File: src/rtl/exe_stage.sv
// rtl/exe_stage.sv - execute stage: ALU, NZCV status register, branch target and EXE/MEM register
// Flags are written only for S instructions; a frozen pipeline holds both registers.

module exe_stage (
  input  logic        clk,
  input  logic        rst,
  input  logic        freeze,
  input  logic        wb_en_in,
  input  logic        mem_r_en_in,
  input  logic        mem_w_en_in,
  input  logic        mem_to_reg_in,
  input  logic        b_in,
  input  logic        s_in,
  input  logic        alu_src_in,
  input  logic [3:0]  exe_cmd_in,
  input  logic [31:0] next_pc_in,
  input  logic [31:0] val_rn_in,
  input  logic [31:0] val_rm_in,
  input  logic [31:0] sign_ext_in,
  input  logic [23:0] signed_imm_24_in,
  input  logic [4:0]  dest_in,
  output logic        branch_taken,
  output logic [31:0] branch_addr,
  output logic [3:0]  status,
  output logic        wb_en,
  output logic        mem_r_en,
  output logic        mem_w_en,
  output logic        mem_to_reg,
  output logic [31:0] alu_res,
  output logic [31:0] st_val,
  output logic [4:0]  dest
);

  localparam logic [3:0] CMD_MOV = 4'b0001;
  localparam logic [3:0] CMD_MVN = 4'b1001;
  localparam logic [3:0] CMD_ADD = 4'b0010;
  localparam logic [3:0] CMD_ADC = 4'b0011;
  localparam logic [3:0] CMD_SUB = 4'b0100;
  localparam logic [3:0] CMD_SBC = 4'b0101;
  localparam logic [3:0] CMD_AND = 4'b0110;
  localparam logic [3:0] CMD_ORR = 4'b0111;
  localparam logic [3:0] CMD_EOR = 4'b1000;

  logic [3:0]  status_q, status_d;
  logic        wb_en_q, mem_r_en_q, mem_w_en_q, mem_to_reg_q;
  logic [31:0] alu_res_q, st_val_q;
  logic [4:0]  dest_q;

  logic [31:0] op2;
  logic [31:0] addend;
  logic        cin;
  logic        is_arith;
  logic [32:0] sum;
  logic [31:0] res;
  logic        c_flag, v_flag;

  assign op2 = alu_src_in ? sign_ext_in : val_rm_in;

  // Subtraction is done as rn + ~op2 + cin so carry means "no borrow".
  always_comb begin
    addend   = op2;
    cin      = 1'b0;
    is_arith = 1'b0;
    case (exe_cmd_in)
      CMD_ADD: is_arith = 1'b1;
      CMD_ADC: begin is_arith = 1'b1; cin = status_q[1]; end
      CMD_SUB: begin is_arith = 1'b1; addend = ~op2; cin = 1'b1; end
      CMD_SBC: begin is_arith = 1'b1; addend = ~op2; cin = status_q[1]; end
      default: ;
    endcase
  end

  assign sum = {1'b0, val_rn_in} + {1'b0, addend} + {32'd0, cin};

  always_comb begin
    res = 32'd0;
    case (exe_cmd_in)
      CMD_MOV:                           res = op2;
      CMD_MVN:                           res = ~op2;
      CMD_ADD, CMD_ADC, CMD_SUB, CMD_SBC: res = sum[31:0];
      CMD_AND:                           res = val_rn_in & op2;
      CMD_ORR:                           res = val_rn_in | op2;
      CMD_EOR:                           res = val_rn_in ^ op2;
      default:                           res = 32'd0;
    endcase
  end

  always_comb begin
    c_flag = status_q[1];
    v_flag = status_q[0];
    if (is_arith) begin
      c_flag = sum[32];
      v_flag = (val_rn_in[31] == addend[31]) && (res[31] != val_rn_in[31]);
    end
  end

  always_comb begin
    status_d = status_q;
    if (s_in && !freeze) status_d = {res[31], (res == 32'd0), c_flag, v_flag};
  end

  always_ff @(posedge clk or posedge rst) begin
    if (rst) begin
      status_q     <= 4'd0;
      wb_en_q      <= 1'b0;
      mem_r_en_q   <= 1'b0;
      mem_w_en_q   <= 1'b0;
      mem_to_reg_q <= 1'b0;
      alu_res_q    <= 32'd0;
      st_val_q     <= 32'd0;
      dest_q       <= 5'd0;
    end else begin
      status_q <= status_d;
      if (!freeze) begin
        wb_en_q      <= wb_en_in;
        mem_r_en_q   <= mem_r_en_in;
        mem_w_en_q   <= mem_w_en_in;
        mem_to_reg_q <= mem_to_reg_in;
        alu_res_q    <= res;
        st_val_q     <= val_rm_in;
        dest_q       <= dest_in;
      end
    end
  end

  // Redirect is combinational so fetch can change course in the same cycle.
  assign branch_taken = b_in;
  assign branch_addr  = next_pc_in + {{6{signed_imm_24_in[23]}}, signed_imm_24_in, 2'b00};

  assign status     = status_q;
  assign wb_en      = wb_en_q;
  assign mem_r_en   = mem_r_en_q;
  assign mem_w_en   = mem_w_en_q;
  assign mem_to_reg = mem_to_reg_q;
  assign alu_res    = alu_res_q;
  assign st_val     = st_val_q;
  assign dest       = dest_q;

endmodule

File: config.mk
export PLATFORM = sky130hd
export DESIGN_NAME = exe_stage
export DESIGN_NICKNAME = d
export VERILOG_FILES = /design/src/rtl/exe_stage.sv
export SDC_FILE = /design/constraint.sdc
export NUM_CORES = 1
export LEC_CHECK = 0
export BUFFER_PORTS_ARGS = -buffer_cell sky130_fd_sc_hd__clkbuf_2
export CAP_MARGIN = 10
export CORE_MARGIN = 3
export CORE_UTILIZATION = 58
export DETAILED_ROUTE_END_ITERATION = 12
export PLACE_DENSITY_LB_ADDON = 0.15
export SLEW_MARGIN = 0
export SYNTH_ARGS = -nofsm -noshare
export SYNTH_HDL_FRONTEND = slang
export SYNTH_SLANG_ARGS = --single-unit
File: constraint.sdc
create_clock -name clk -period 5.55 [get_ports clk]
set_input_delay 0.2775 -clock clk [delete_from_list [all_inputs] [get_ports clk]]
set_output_delay 0.2775 -clock clk [all_outputs]
set_load 0.005 [all_outputs]
; ---- Yosys cells after proc, flatten, opt, wreduce, memory -nomap -nowiden
; Cells that the tools add are included.
[classes]
add_sub_neg = 3
n_mul = 0
n_div = 0
order_cmp = 0
eq_ne = 11
shifts = 0
mux = 5
bitwise_logic = 4
reduce_logical = 8
[ops]
columns = cell, n
row1 = 32-bit one-hot mux with 6 select lines, 1
row2 = 32-bit 2-to-1 mux, 2
row3 = 32-bit by 32-bit adder with 33-bit output, 1
row4 = 33-bit by 1-bit adder with 33-bit output, 1
row5 = 32-bit adder, 1
row6 = 32-bit bitwise AND, 1
row7 = 32-bit logical NOT, 1
row8 = 32-bit NOT, 1
row9 = 32-bit OR, 1
row10 = 32-bit bitwise XOR, 1
row11 = 4-bit by 3-bit equality test with 1-bit output (second input constant), 4
row12 = 4-bit by 2-bit equality test with 1-bit output (second input constant), 2
row13 = 4-bit equality test (second input constant), 2
row14 = 4-bit by 1-bit equality test with 1-bit output (second input constant), 1
row15 = 2-bit OR reduction, 2
row16 = 4-bit OR reduction, 1
row17 = 1-bit logical AND, 2
row18 = 1-bit one-hot mux with 2 select lines, 1
row19 = 2-bit AND reduction, 1
row20 = 1-bit equality test, 1
row21 = 1-bit logical NOT, 1
row22 = 1-bit 2-to-1 mux, 1
row23 = 1-bit != test, 1
[totals]
regBits = 77
latchBits = 0
ramBits = 0
mem_bits_ro = 0
in_bits = 171
out_inout_bits = 110
elab_cells = 40
memories = 0

; ---- Depth between registers and ports, before layout
; Gate-level depths: netlist of the first run.
[depth]
word_depth = 8
ltp_mapped = 21

; ---- Worst setup path before layout of the first run
; Ideal clock, no wire load.
[synth_path]
kind = input -> register
from = input exe_cmd_in[0]
to = register status_q[2], in the netlist status[2]
setup_time_ps = 103
arrival_ps = 4558
t_required_ps = 5447
path_slack_ps = 888
cell_stages = 20
n_path_buf = 4
path_cell_list = buf_2 > clkbuf_1 > clkbuf_1 > buf_1 > nor2_1 > a22oi_1 > nor2_1 > fa_1 > inv_1 > fa_1 > nor2b_1 > o2111a_1 > or4_1 > a21boi_1 > mux2i_1 > nand2_1 > or4_1 > nor4_2 > nand4b_1 > o41ai_2
[synth_between]
elab_chain_cells = 7
word_cells_on_any_way = 18
cone_classes = add/sub: 2 / eq/ne: 9 / mux: 3 / reduce/logical: 4
[synth_lines]
columns = element, line
row1 = "start, declared", 15  ; input logic [3:0] exe_cmd_in,
row2 = 4-bit by 3-bit equality test with 1-bit output, "64, 77"
row3 = 2-bit OR reduction (no source line), --
row4 = 32-bit 2-to-1 mux, --
row5 = 32-bit by 32-bit adder with 33-bit output, 73  ; assign sum = {1'b0, val_rn_in} + {1'b0, addend} + {32'd0, cin};
row6 = 33-bit by 1-bit adder with 33-bit output, 73
row7 = 32-bit one-hot mux with 6 select lines (*), 77  ; case (exe_cmd_in)
row8 = 32-bit logical NOT (*), 99  ; if (s_in && !freeze) status_d = {res[31], (res == 32'd0), c_flag, v_flag};
row9 = "end signal, assigned", 113  ; status_q <= status_d;
row10 = "end, declared", 44  ; logic [3:0] status_q, status_d;
; Mark *: on every way between the ends. The rest lies on a longest branch, timed or not.
; A chain may end at the register's enable or synchronous reset.

; ---- Worst setup path after layout of the first run
[layout_path]
from = input alu_src_in
to = register status_q[2], in the netlist status[2]
[layout_between]
elab_chain_cells = 7
word_cells_on_any_way = 10
cone_classes = add/sub: 2 / mux: 3 / bitwise: 4 / reduce/logical: 1
[layout_lines]
columns = element, line
row1 = "start, declared", 14  ; input logic alu_src_in,
row2 = 32-bit 2-to-1 mux (*), 57  ; assign op2 = alu_src_in ? sign_ext_in : val_rm_in;
row3 = 32-bit NOT, "67, 68, 79"
row4 = 32-bit 2-to-1 mux, --
row5 = 32-bit by 32-bit adder with 33-bit output, 73
row6 = 33-bit by 1-bit adder with 33-bit output, 73
row7 = 32-bit one-hot mux with 6 select lines (*), 77
row8 = 32-bit logical NOT (*), 99
; Marks and branches as above.

==> flow_metrics.tcl, run 1 <==
set metrics [dict create \
    clk_pin_slew_ns 0.06 \
    power_leakage_nw 5.54 \
    dieArea_mm2 0.0174 \
    top_usage_layer "met2" \
    endpoint_kind "flop" \
    synthDistinctLibCells 87 \
    min-delay-start "mem_w_en_in" \
    met3_usage_pct 9.24 \
    gr-usage-met1_pct 40.6 \
    async_flop_share_pct 100 \
    netlist_area_mm2 0.00918 \
    num-fill-cells 1238 \
    worstReg2RegStart "status[1]$_DFFE_PP0P_" \
    r2r_slack_ns 1.31 \
    ys_seq_area_share_pct 21.0 \
    htreeDepth 3 \
    gp_congestion 0.961 \
    clock_skew_ns 0.00615 \
    layout_setup_ws_ns 1.07 \
    holdBufCountCts 0 \
    drc 0 \
    antenna_cells 0 \
    antenna_found_initial 0 \
    status "completed" \
    setup_violations 0 \
    fmax_mhz 223 \
    synth_ff_type "dfrtp_1" \
    critical_path.startpoint "alu_src_in" \
    instances_no_fill 1519 \
    hold_end "mem_w_en$_DFFE_PP0N_" \
    p_per_area_mw_per_mm2 227 \
    dpl_cell_area_mm2 0.0107 \
    multi_input_area_mm2 0.00669 \
    synth-seq-cells 77 \
    start_kind "primary input" \
    synth_top_area_share_pct 21.0 \
    grt_pass1_wl_um 45600 \
    fin_setup_tns_ns 0 \
    cp_max_fo 22 \
    dp_worst_setup_slack_ns 0.768 \
    ys_top_cells_by_area "dfrtp_1 21%, ha_1 17%, mux2_2 8.7%" \
    drive_above_1_share_pct 30.1 \
    nets 1602 \
    totalWireLength_um 28700 \
    cts_root_buffer "clkbuf_16" \
    avgSynthCellArea_um2 8.65 \
    cts_setup_buffers 0 \
    io_buffers 274 \
    avgRoutedWirePerCell_um 18.9 \
    dp_cells 1504 \
    arrival_ns 4.70 \
    drt_pre_antenna_iters 7 \
    grt_pass1_vias 8806 \
    synth-edff-count 0 \
    postLayoutCellArea_mm2 0.0110 \
    drv_slew 0 \
    dpl.hpwl_um 22400 \
    clock_latency_ns 0.32 \
    reg2reg_depth 15 \
    required_ns 5.77 \
    rsz0062_at_grt "no" \
    tightest_slew_ns 1.16 \
    cts.sinks 77 \
    synth_nets 1359 \
    start_util_pct 59.7 \
    first_iter_violations 524 \
    ios 281 \
    gr-total-overflow 0 \
    yosysMostFrequentCell "ha_1" \
    vias 9062 \
    maxCapViolCount 0 \
    yosys-top-cells-count "124 x ha_1, 89 x inv_1, 77 x dfrtp_1" \
    cts_buffers 9 \
    hp-class "in -> reg" \
    vias_per_cell 5.97 \
    path_class "in -> reg" \
    coreArea_mm2 0.0154 \
    grt_use_met2_pct 51.9 \
    max_slew_margin_pct 22.5 \
    synthCells 1061 \
    period_minus_slack_ns 4.48 \
    syn_to_final_growth_pct 20.1 \
    num_rows 45 \
    yosys_warnings 0 \
    postRouteAntennaNets 0 \
    vdd_drop_max_v 0.000271 \
    post-route-period-util_pct 80.6 \
    holdPathStages 2 \
    grt_usage_pct 31.6 \
    hold_viol 0 \
    seq_area_mm2 0.00193 \
    die_h_um 132 \
    yosys.area.top_type "dfrtp_1" \
    r2r_end "status[2]$_DFFE_PP0P_" \
    grt_max_degree 78 \
    clockBufferDepth 2 \
    dieWidth_um 132 \
    cts_resized 0 \
    cts_tree "done" \
]
how the worst max path moves through the flow:
| stage | endpoint | slack [ns] | cells after the start |
|---|---|---|---|
| 2_1_floorplan | status[2]$_DFFE_PP0P_ | 0.89 | 20 |
| 4_1_cts | status[2]$_DFFE_PP0P_ | 1.10 | 16 |
| 3_3_place_gp | status[2]$_DFFE_PP0P_ | 0.98 | 15 |
| 6_report | status[2]$_DFFE_PP0P_ | 1.07 | 15 |
| 5_1_grt | status[2]$_DFFE_PP0P_ | 0.65 | 15 |
| 3_5_place_dp | status[2]$_DFFE_PP0P_ | 0.77 | 16 |
report_power, final:
group	leakage (nW)	total, mW	switching (mW)	internal, mW
logic	4.44	1.16	0.650	0.510
registers	0.932	0.705	0.0579	0.647
clock network	0.161	0.643	0.215	0.428
per-stage QoR:
| step | power (mW) | util, % | hold WS, ns |
|---|---|---|---|
| after floorplan | 1.43 | - | 0.428 |
| after global placement | 1.82 | 69.6 | 0.488 |
| after detailed placement | 1.84 | 69.6 | 0.492 |
| after CTS | 2.50 | 71.7 | 0.178 |
| after global routing | 2.66 | 71.7 | 0.189 |
| final | 2.51 | 71.7 | 0.188 |
cell type report:
| type | instances | share of cell area, % |
|---|---|---|
| inverter | 90 | 3.06 |
| multi-input combinational | 839 | 60.7 |
| clock inverter | 3 | 0.613 |
| clock buffer | 12 | 2.42 |
| sequential | 77 | 17.5 |
| timing repair buffer | 287 | 13.3 |
| tap | 211 | 2.39 |
layer usage:
layer | routed length, um | up-vias
li1 | - | 4377
met5 | 0 | -
met4 | 724 | 0
met1 | 12000 | 4182
met3 | 2940 | 60
met2 | 13000 | 443
critical path: stages:
cell,delay [ns]
clkbuf_2,0.36
buf_4,0.44
mux2i_1,0.53
xnor2_1,0.15
ha_1,0.41
a21o_1,0.20
a211oi_1,0.44
o2bb2ai_1,0.28
nor4_1,0.08
a311oi_1,0.29
nand2_1,0.10
or4_1,0.55
nor4_2,0.18
nand4b_1,0.15
o41ai_2,0.23
layout by cell type, fill, tap and decap left out, types with 4 or more instances in the layout:
cell type / netlist / layout
a211oi_1: 25 / 25
nand4_1: 13 / 13
clkbuf_2: 0 / 274
o211ai_1: 7 / 7
nand2_1: 48 / 48
a22oi_1: 26 / 26
o31ai_1: 6 / 6
nor2b_1: 11 / 11
a211o_1: 5 / 5
mux2i_2: 4 / 4
o21bai_1: 10 / 10
and3_1: 7 / 7
a2111oi_0: 6 / 6
and2_1: 6 / 6
a31oi_1: 7 / 7
dfrtp_1: 77 / 77
a21o_1: 20 / 20
xnor2_1: 60 / 60
clkbuf_16: 0 / 9
nor3_1: 20 / 20
inv_1: 89 / 88
nand2b_1: 6 / 6
xor2_1: 16 / 16
ha_1: 124 / 124
o22ai_1: 25 / 25
nand3_1: 17 / 17
nor2_1: 70 / 70
mux2i_1: 33 / 33
buf_4: 4 / 13
o221ai_1: 5 / 5
a21oi_1: 64 / 64
o21a_1: 5 / 5
mux2_2: 71 / 71
nor4_1: 6 / 6
or4_1: 5 / 5
o21ai_0: 42 / 42
kinds of logic (layout without fill, tap and decap cells):
family | count (synthesis) | in the layout | synth area share [%]
AO/OA/AOI/OAI | 293 | 293 | 21.7
XOR/XNOR | 76 | 76 | 7.25
adder cells (fa/ha/maj) | 127 | 127 | 17.6
buffers and inverters | 145 | 392 | 6.39
flip-flops | 77 | 77 | 21.0
multiplexers | 111 | 111 | 13.4
AND/OR/NAND/NOR | 232 | 232 | 12.7
Note: power is estimated with default switching activity, not from simulation.
==> run 2, diff against run 1 <==
--- a/config.mk
+++ b/config.mk
@@ -8,7 +8,7 @@
 export BUFFER_PORTS_ARGS = -buffer_cell sky130_fd_sc_hd__clkbuf_2
 export CAP_MARGIN = 10
 export CORE_MARGIN = 3
-export CORE_UTILIZATION = 58
+export CORE_UTILIZATION = 48
 export DETAILED_ROUTE_END_ITERATION = 12
 export PLACE_DENSITY_LB_ADDON = 0.15
 export SLEW_MARGIN = 0
==> constraint.sdc (replaced) <==
create_clock -name clk -period 3.85 [get_ports clk]
set_input_delay 0.1925 -clock clk [delete_from_list [all_inputs] [get_ports clk]]
set_output_delay 0.1925 -clock clk [all_outputs]
set_load 0.005 [all_outputs]
==> flow_metrics.tcl, run 2 (same netlist as run 1, synthesis figures left out) <==
set metrics [dict create \
    rsz0062_at_grt "yes" \
    required_ns 4.09 \
    dp_cells 1656 \
    vias_per_cell 5.67 \
    p_per_area_mw_per_mm2 315 \
    endpoint_kind "flop" \
    coreArea_mm2 0.0184 \
    dp_worst_setup_slack_ns -0.368 \
    totalWireLength_um 30400 \
    violations "hold timing, setup timing" \
    antenna_cells 0 \
    htreeDepth 3 \
    arrival_ns 4.16 \
    first_iter_violations 636 \
    postRouteAntennaNets 0 \
    cts.sinks 77 \
    tightest_slew_ns 0.873 \
    grt_max_degree 54 \
    layout_commonest_cell "clkbuf_2" \
    wl_met2_um 13600 \
    ios 281 \
    path_delay_family "simple AND/OR/NAND/NOR gates" \
    path_class "reg -> reg" \
    highest-signal-layer "met4" \
    cts_buffers 9 \
    cpPeakStageDelay_ns 0.57 \
    num_rows 49 \
    drt_pre_antenna_iters 5 \
    layout_common_cells "274 x clkbuf_2, 147 x buf_4, 124 x ha_1" \
    io_buffers 274 \
    drive_above_1_share_pct 37.5 \
    hold_viol 4 \
    clockBufferDepth 2 \
    grt_usage_pct 28.1 \
    start_util_pct 49.9 \
    avgRoutedWirePerCell_um 18.1 \
    power_leakage_nw 6.19 \
    post-route-period-util_pct 102 \
    gp_congestion 0.986 \
    dpl.hpwl_um 24600 \
    cp_max_fo 3 \
    syn_to_final_growth_pct 31.8 \
    fmax_mhz 255 \
    hold_ws_ns -0.000944 \
    drv_slew 0 \
    cts_root_buffer "clkbuf_16" \
    max_slew_margin_pct 41.0 \
    clk_pin_slew_ns 0.06 \
    dieArea_mm2 0.0208 \
    status "finished with violations" \
    holdBufCountCts 0 \
    dr_wl_met3_um 2600 \
    vdd_drop_max_v 0.000431 \
    crit_buf_inv 2 \
    instances_no_fill 1673 \
    drc 0 \
    setup_violations 1 \
    clock_latency_ns 0.33 \
    slowest_stage "or4_4" \
    wl_met1_um 13600 \
    maxCapViolCount 0 \
    nets 1738 \
    die_h_um 144 \
    grt_pass1_wl_um 46600 \
    hp-class "in -> async" \
    vias 9482 \
    grt_pass1_vias 8877 \
    dieWidth_um 144 \
    layout_setup_ws_ns -0.0745 \
    period_minus_slack_ns 3.92 \
    gr-total-overflow 0 \
    worstPathCellList "a22oi_1 -> nor2_1 -> fa_2 -> inv_2 -> fa_2 -> nor2b_2 -> o2111a_2 -> buf_6 -> or4_4 -> a21boi_4 -> xor2_1 -> o21ai_0 -> or4_4 -> nor4_4 -> nand4b_1 -> o41ai_2" \
    cts_tree "done" \
    start_kind "flop" \
    clock_skew_ns 0.00237 \
    antenna_found_initial 0 \
]
[run 2: worst paths after layout]
kind	startpoint	to	slack [ns]	cells after the start
max	status[1]$_DFFE_PP0P_	status[2]$_DFFE_PP0P_	-0.07	16
min	rst	st_val[19]$_DFFE_PP0N_	-0.0009	2
max reg2reg	status[1]$_DFFE_PP0P_	status[2]$_DFFE_PP0P_	-0.07	16
min reg2reg	st_val[12]$_DFFE_PP0N_	st_val[12]$_DFFE_PP0N_	0.50	1
max in group asynchronous	rst	st_val[17]$_DFFE_PP0N_	2.99	3
min in group clk	wb_en_in	wb_en$_DFFE_PP0N_	0.08	2
[run 2: layer usage]
metal / vias to the layer above / global-route usage (%)
met1: 4379 / 39.0
met5: - / 0
met3: 48 / 4.20
met2: 409 / 45.9
met4: 0 / 7.51
li1: 4646 / -
[run 2: power breakdown]
part / total (mW) / internal [mW] / switching, mW
registers: 1.00 / 0.932 / 0.0715
logic: 1.96 / 0.953 / 1.00
clock network: 0.851 / 0.517 / 0.334
total: 3.81 / 2.40 / 1.41
[run 2: cell type report]
cell class,count,area [um^2]
Multi-Input combinational cell,839,6740
Fill cell,1577,6290
Timing Repair Buffer,423,2510
Sequential cell,77,1930
Inverter,90,339
Tap cell,229,287
Clock buffer,10,239
Clock inverter,5,61.3
[run 2: repair_timing]
action | 4_1_cts | 5_1_grt
setup buffers | 0 | 2
pin swaps | 3 | 3
gates resized for setup | 5 | 4
endpoints found under the setup margin | 3 | 7
[run 2: per-stage QoR]
| step | utilization, % | setup TNS (ns) | power, mW | area (um^2) | hold slack (ns) |
|---|---|---|---|---|---|
| detailed placement | 63.9 | -0.696 | 2.93 | 11800 | 0.379 |
| floorplan | - | -0.213 | 2.07 | 9240 | 0.343 |
| global route | 65.8 | -0.267 | 4.07 | 12100 | 0.0460 |
| finish | 65.8 | -0.0745 | 3.81 | 12100 | -0.000944 |
| global placement | 63.9 | -0.386 | 2.90 | 11800 | 0.385 |
| CTS | 65.7 | -0.196 | 3.80 | 12100 | 0.0186 |
==> run 3, diff against run 2 <==
--- a/config.mk
+++ b/config.mk
@@ -5,12 +5,14 @@
 export SDC_FILE = /design/constraint.sdc
 export NUM_CORES = 1
 export LEC_CHECK = 0
+export ABC_CLOCK_PERIOD_IN_PS = 3850
 export BUFFER_PORTS_ARGS = -buffer_cell sky130_fd_sc_hd__clkbuf_2
 export CAP_MARGIN = 10
 export CORE_MARGIN = 3
 export CORE_UTILIZATION = 48
 export DETAILED_ROUTE_END_ITERATION = 12
 export PLACE_DENSITY_LB_ADDON = 0.15
+export SETUP_SLACK_MARGIN = 0.1
 export SLEW_MARGIN = 0
 export SYNTH_ARGS = -nofsm -noshare
 export SYNTH_HDL_FRONTEND = slang
==> constraint.sdc (replaced) <==
create_clock -name clk -period 3.85 [get_ports clk]
set_input_delay 0.77 -clock clk [delete_from_list [all_inputs] [get_ports clk]]
set_output_delay 0.77 -clock clk [all_outputs]
set_load 0.005 [all_outputs]
==> flow_metrics.tcl, run 3 (same netlist as run 1, synthesis figures left out) <==
set metrics [dict create \
    status "finished with violations" \
    violations "setup timing" \
    dp_worst_setup_slack_ns -0.753 \
    avgRoutedWirePerCell_um 17.8 \
    clkPwrFrac_pct 20.3 \
    crit_buf_inv 3 \
    slowest_stage "or4_4" \
    setup_violations 4 \
    period_minus_slack_ns 4.11 \
    p_sw_share_pct 37.8 \
    hold_viol 0 \
    drv_slew 0 \
    power.total_mw 4.12 \
    final_util_pct 73.8 \
    grt_use_met2_pct 47.1 \
    cts.sinks 77 \
    path_class "in -> reg" \
    holdBufCountCts 0 \
    nets 1843 \
    grt_max_degree 52 \
    layout_setup_ws_ns -0.259 \
    num_rows 49 \
    gr-usage-met1_pct 38.4 \
    switchingPower_mw 1.56 \
    vdd_drop_max_v 0.000261 \
    power_leakage_nw 6.84 \
    first_iter_violations 503 \
    vias_per_cell 5.65 \
    p_per_area_mw_per_mm2 303 \
    cts_tree "done" \
    max_slew_margin_pct 39.2 \
    dieArea_mm2 0.0208 \
    cpPeakStageDelay_ns 0.55 \
    top_usage_layer "met2" \
    r2r_slack_ns -0.02 \
    hp-class "reg -> reg" \
    fmax_mhz 243 \
    start_kind "primary input" \
    antenna_cells 0 \
    path_delay_family "simple AND/OR/NAND/NOR gates" \
    arrival_ns 4.36 \
    tightest_slew_ns 0.912 \
    met3_usage_pct 6.22 \
    clock_latency_ns 0.36 \
    dp_cells 1745 \
    cp_max_fo 6 \
    power_frac_comb_pct 55.2 \
    cts_root_buffer "clkbuf_16" \
    drive_above_1_share_pct 46.8 \
    postLayoutCellArea_mm2 0.0136 \
    grt_pass1_vias 9649 \
    die_h_um 144 \
    grt_pass1_wl_um 48100 \
    clk_pin_slew_ns 0.07 \
    htreeDepth 3 \
    clock_skew_ns 0.00783 \
    fin_setup_tns_ns -0.565 \
    drt_pre_antenna_iters 6 \
    endpoint_kind "flop" \
    grt_usage_pct 28.8 \
    rsz0062_at_grt "yes" \
    gp_congestion 0.934 \
    start_util_pct 49.9 \
    totalWireLength_um 31700 \
    dpl_cell_area_mm2 0.0125 \
    io_buffers 274 \
    drc 0 \
    maxCapViolCount 0 \
    post-route-period-util_pct 107 \
    layout_common_cells "255 x clkbuf_2, 242 x buf_4, 117 x ha_1" \
    syn_to_final_growth_pct 47.9 \
    postRouteAntennaNets 0 \
    instances_no_fill 1779 \
    cts_buffers 9 \
    ios 281 \
    dieWidth_um 144 \
    layout_commonest_cell "clkbuf_2" \
    clockBufferDepth 2 \
    hold_ws_ns 0.506 \
    vias 10058 \
    internal-power_mw 2.56 \
    worstPathCellList "buf_8 -> nor3b_4 -> xnor2_2 -> fa_2 -> inv_2 -> fa_2 -> nor2b_2 -> buf_4 -> o2111a_2 -> or4_4 -> a21boi_4 -> mux2i_1 -> nand2_1 -> or4_4 -> nor4_2 -> nand4b_1 -> o41ai_2" \
    coreArea_mm2 0.0184 \
    antenna_found_initial 0 \
    gr-total-overflow 0 \
    p_seq_share_pct 24.4 \
    required_ns 4.10 \
    dpl.hpwl_um 24900 \
]
==> run 3: changes by cell type in the layout (fill, tap and decap cells not counted), moves of 8 or more <==
cell / before / now
buf_2: 0 / 9
buf_4: 147 / 242
o21ai_0: 42 / 32
a21oi_1: 64 / 48
clkbuf_2: 274 / 255
mux2i_1: 32 / 24
buf_6: 1 / 15
a21oi_2: 0 / 15
==> run 3: path summary, 6_finish.rpt <==
| kind | startpoint | to | depth (start not counted) |
|---|---|---|---|
| max | exe_cmd_in[1] | status[2]$_DFFE_PP0P_ | 17 |
| min | dest[3]$_DFFE_PP0N_ | dest[3]$_DFFE_PP0N_ | 1 |
| max reg2reg | status[1]$_DFFE_PP0P_ | status[2]$_DFFE_PP0P_ | 16 |
| min reg2reg | dest[3]$_DFFE_PP0N_ | dest[3]$_DFFE_PP0N_ | 1 |
| max in group asynchronous | rst | alu_res[27]$_DFFE_PP0N_ | 3 |
| min in group asynchronous | rst | st_val[2]$_DFFE_PP0N_ | 2 |
==> run 3: cell type report <==
class / count / area (um^2)
Multi-Input combinational cell: 839 / 7300
Fill cell: 1383 / 4820
Timing Repair Buffer: 528 / 3440
Sequential cell: 77 / 1930
Inverter: 90 / 339
Tap cell: 229 / 287
Clock buffer: 10 / 239
Clock inverter: 6 / 46.3
==> run 3: layer usage <==
| layer | share of wire [%] | up-vias | wire length [um] |
|---|---|---|---|
| met5 | 0 | - | 0 |
| met4 | 2.1 | 0 | 667 |
| met3 | 8.8 | 51 | 2770 |
| met2 | 46 | 460 | 14500 |
| met1 | 43 | 4693 | 13700 |
| li1 | - | 4854 | - |
==> run 3: repair_timing <==
item	4_1_cts	5_1_grt
resized for setup	67	84
cloned	1	0
pin swaps	27	35
endpoints found under the setup margin	28	29
setup buffers	12	16
==> run 3: worst register-to-register path: stages, from the launching register on <==
cell and delay [ns]:
dfrtp_1 0.44, a22oi_1 0.18, nor2_1 0.07, fa_2 0.36, inv_2 0.07, fa_2 0.20, nor2b_2 0.05, buf_4 0.12
o2111a_2 0.29, or4_4 0.45, a21boi_4 0.22, mux2i_1 0.20, nand2_1 0.10, or4_4 0.55, nor4_2 0.14, nand4b_1 0.13
o41ai_2 0.20
==> run 3: power by group through the flow <==
stage               Combinational (mW)  Clock (mW)  Sequential (mW)
detailed placement                2.06           0             1.02
global placement                  2.02           0             1.01
finish                            2.27       0.838             1.01
global route                      2.48       0.886             1.02
floorplan                         1.09           0             1.01
CTS                               2.16       0.851             1.01
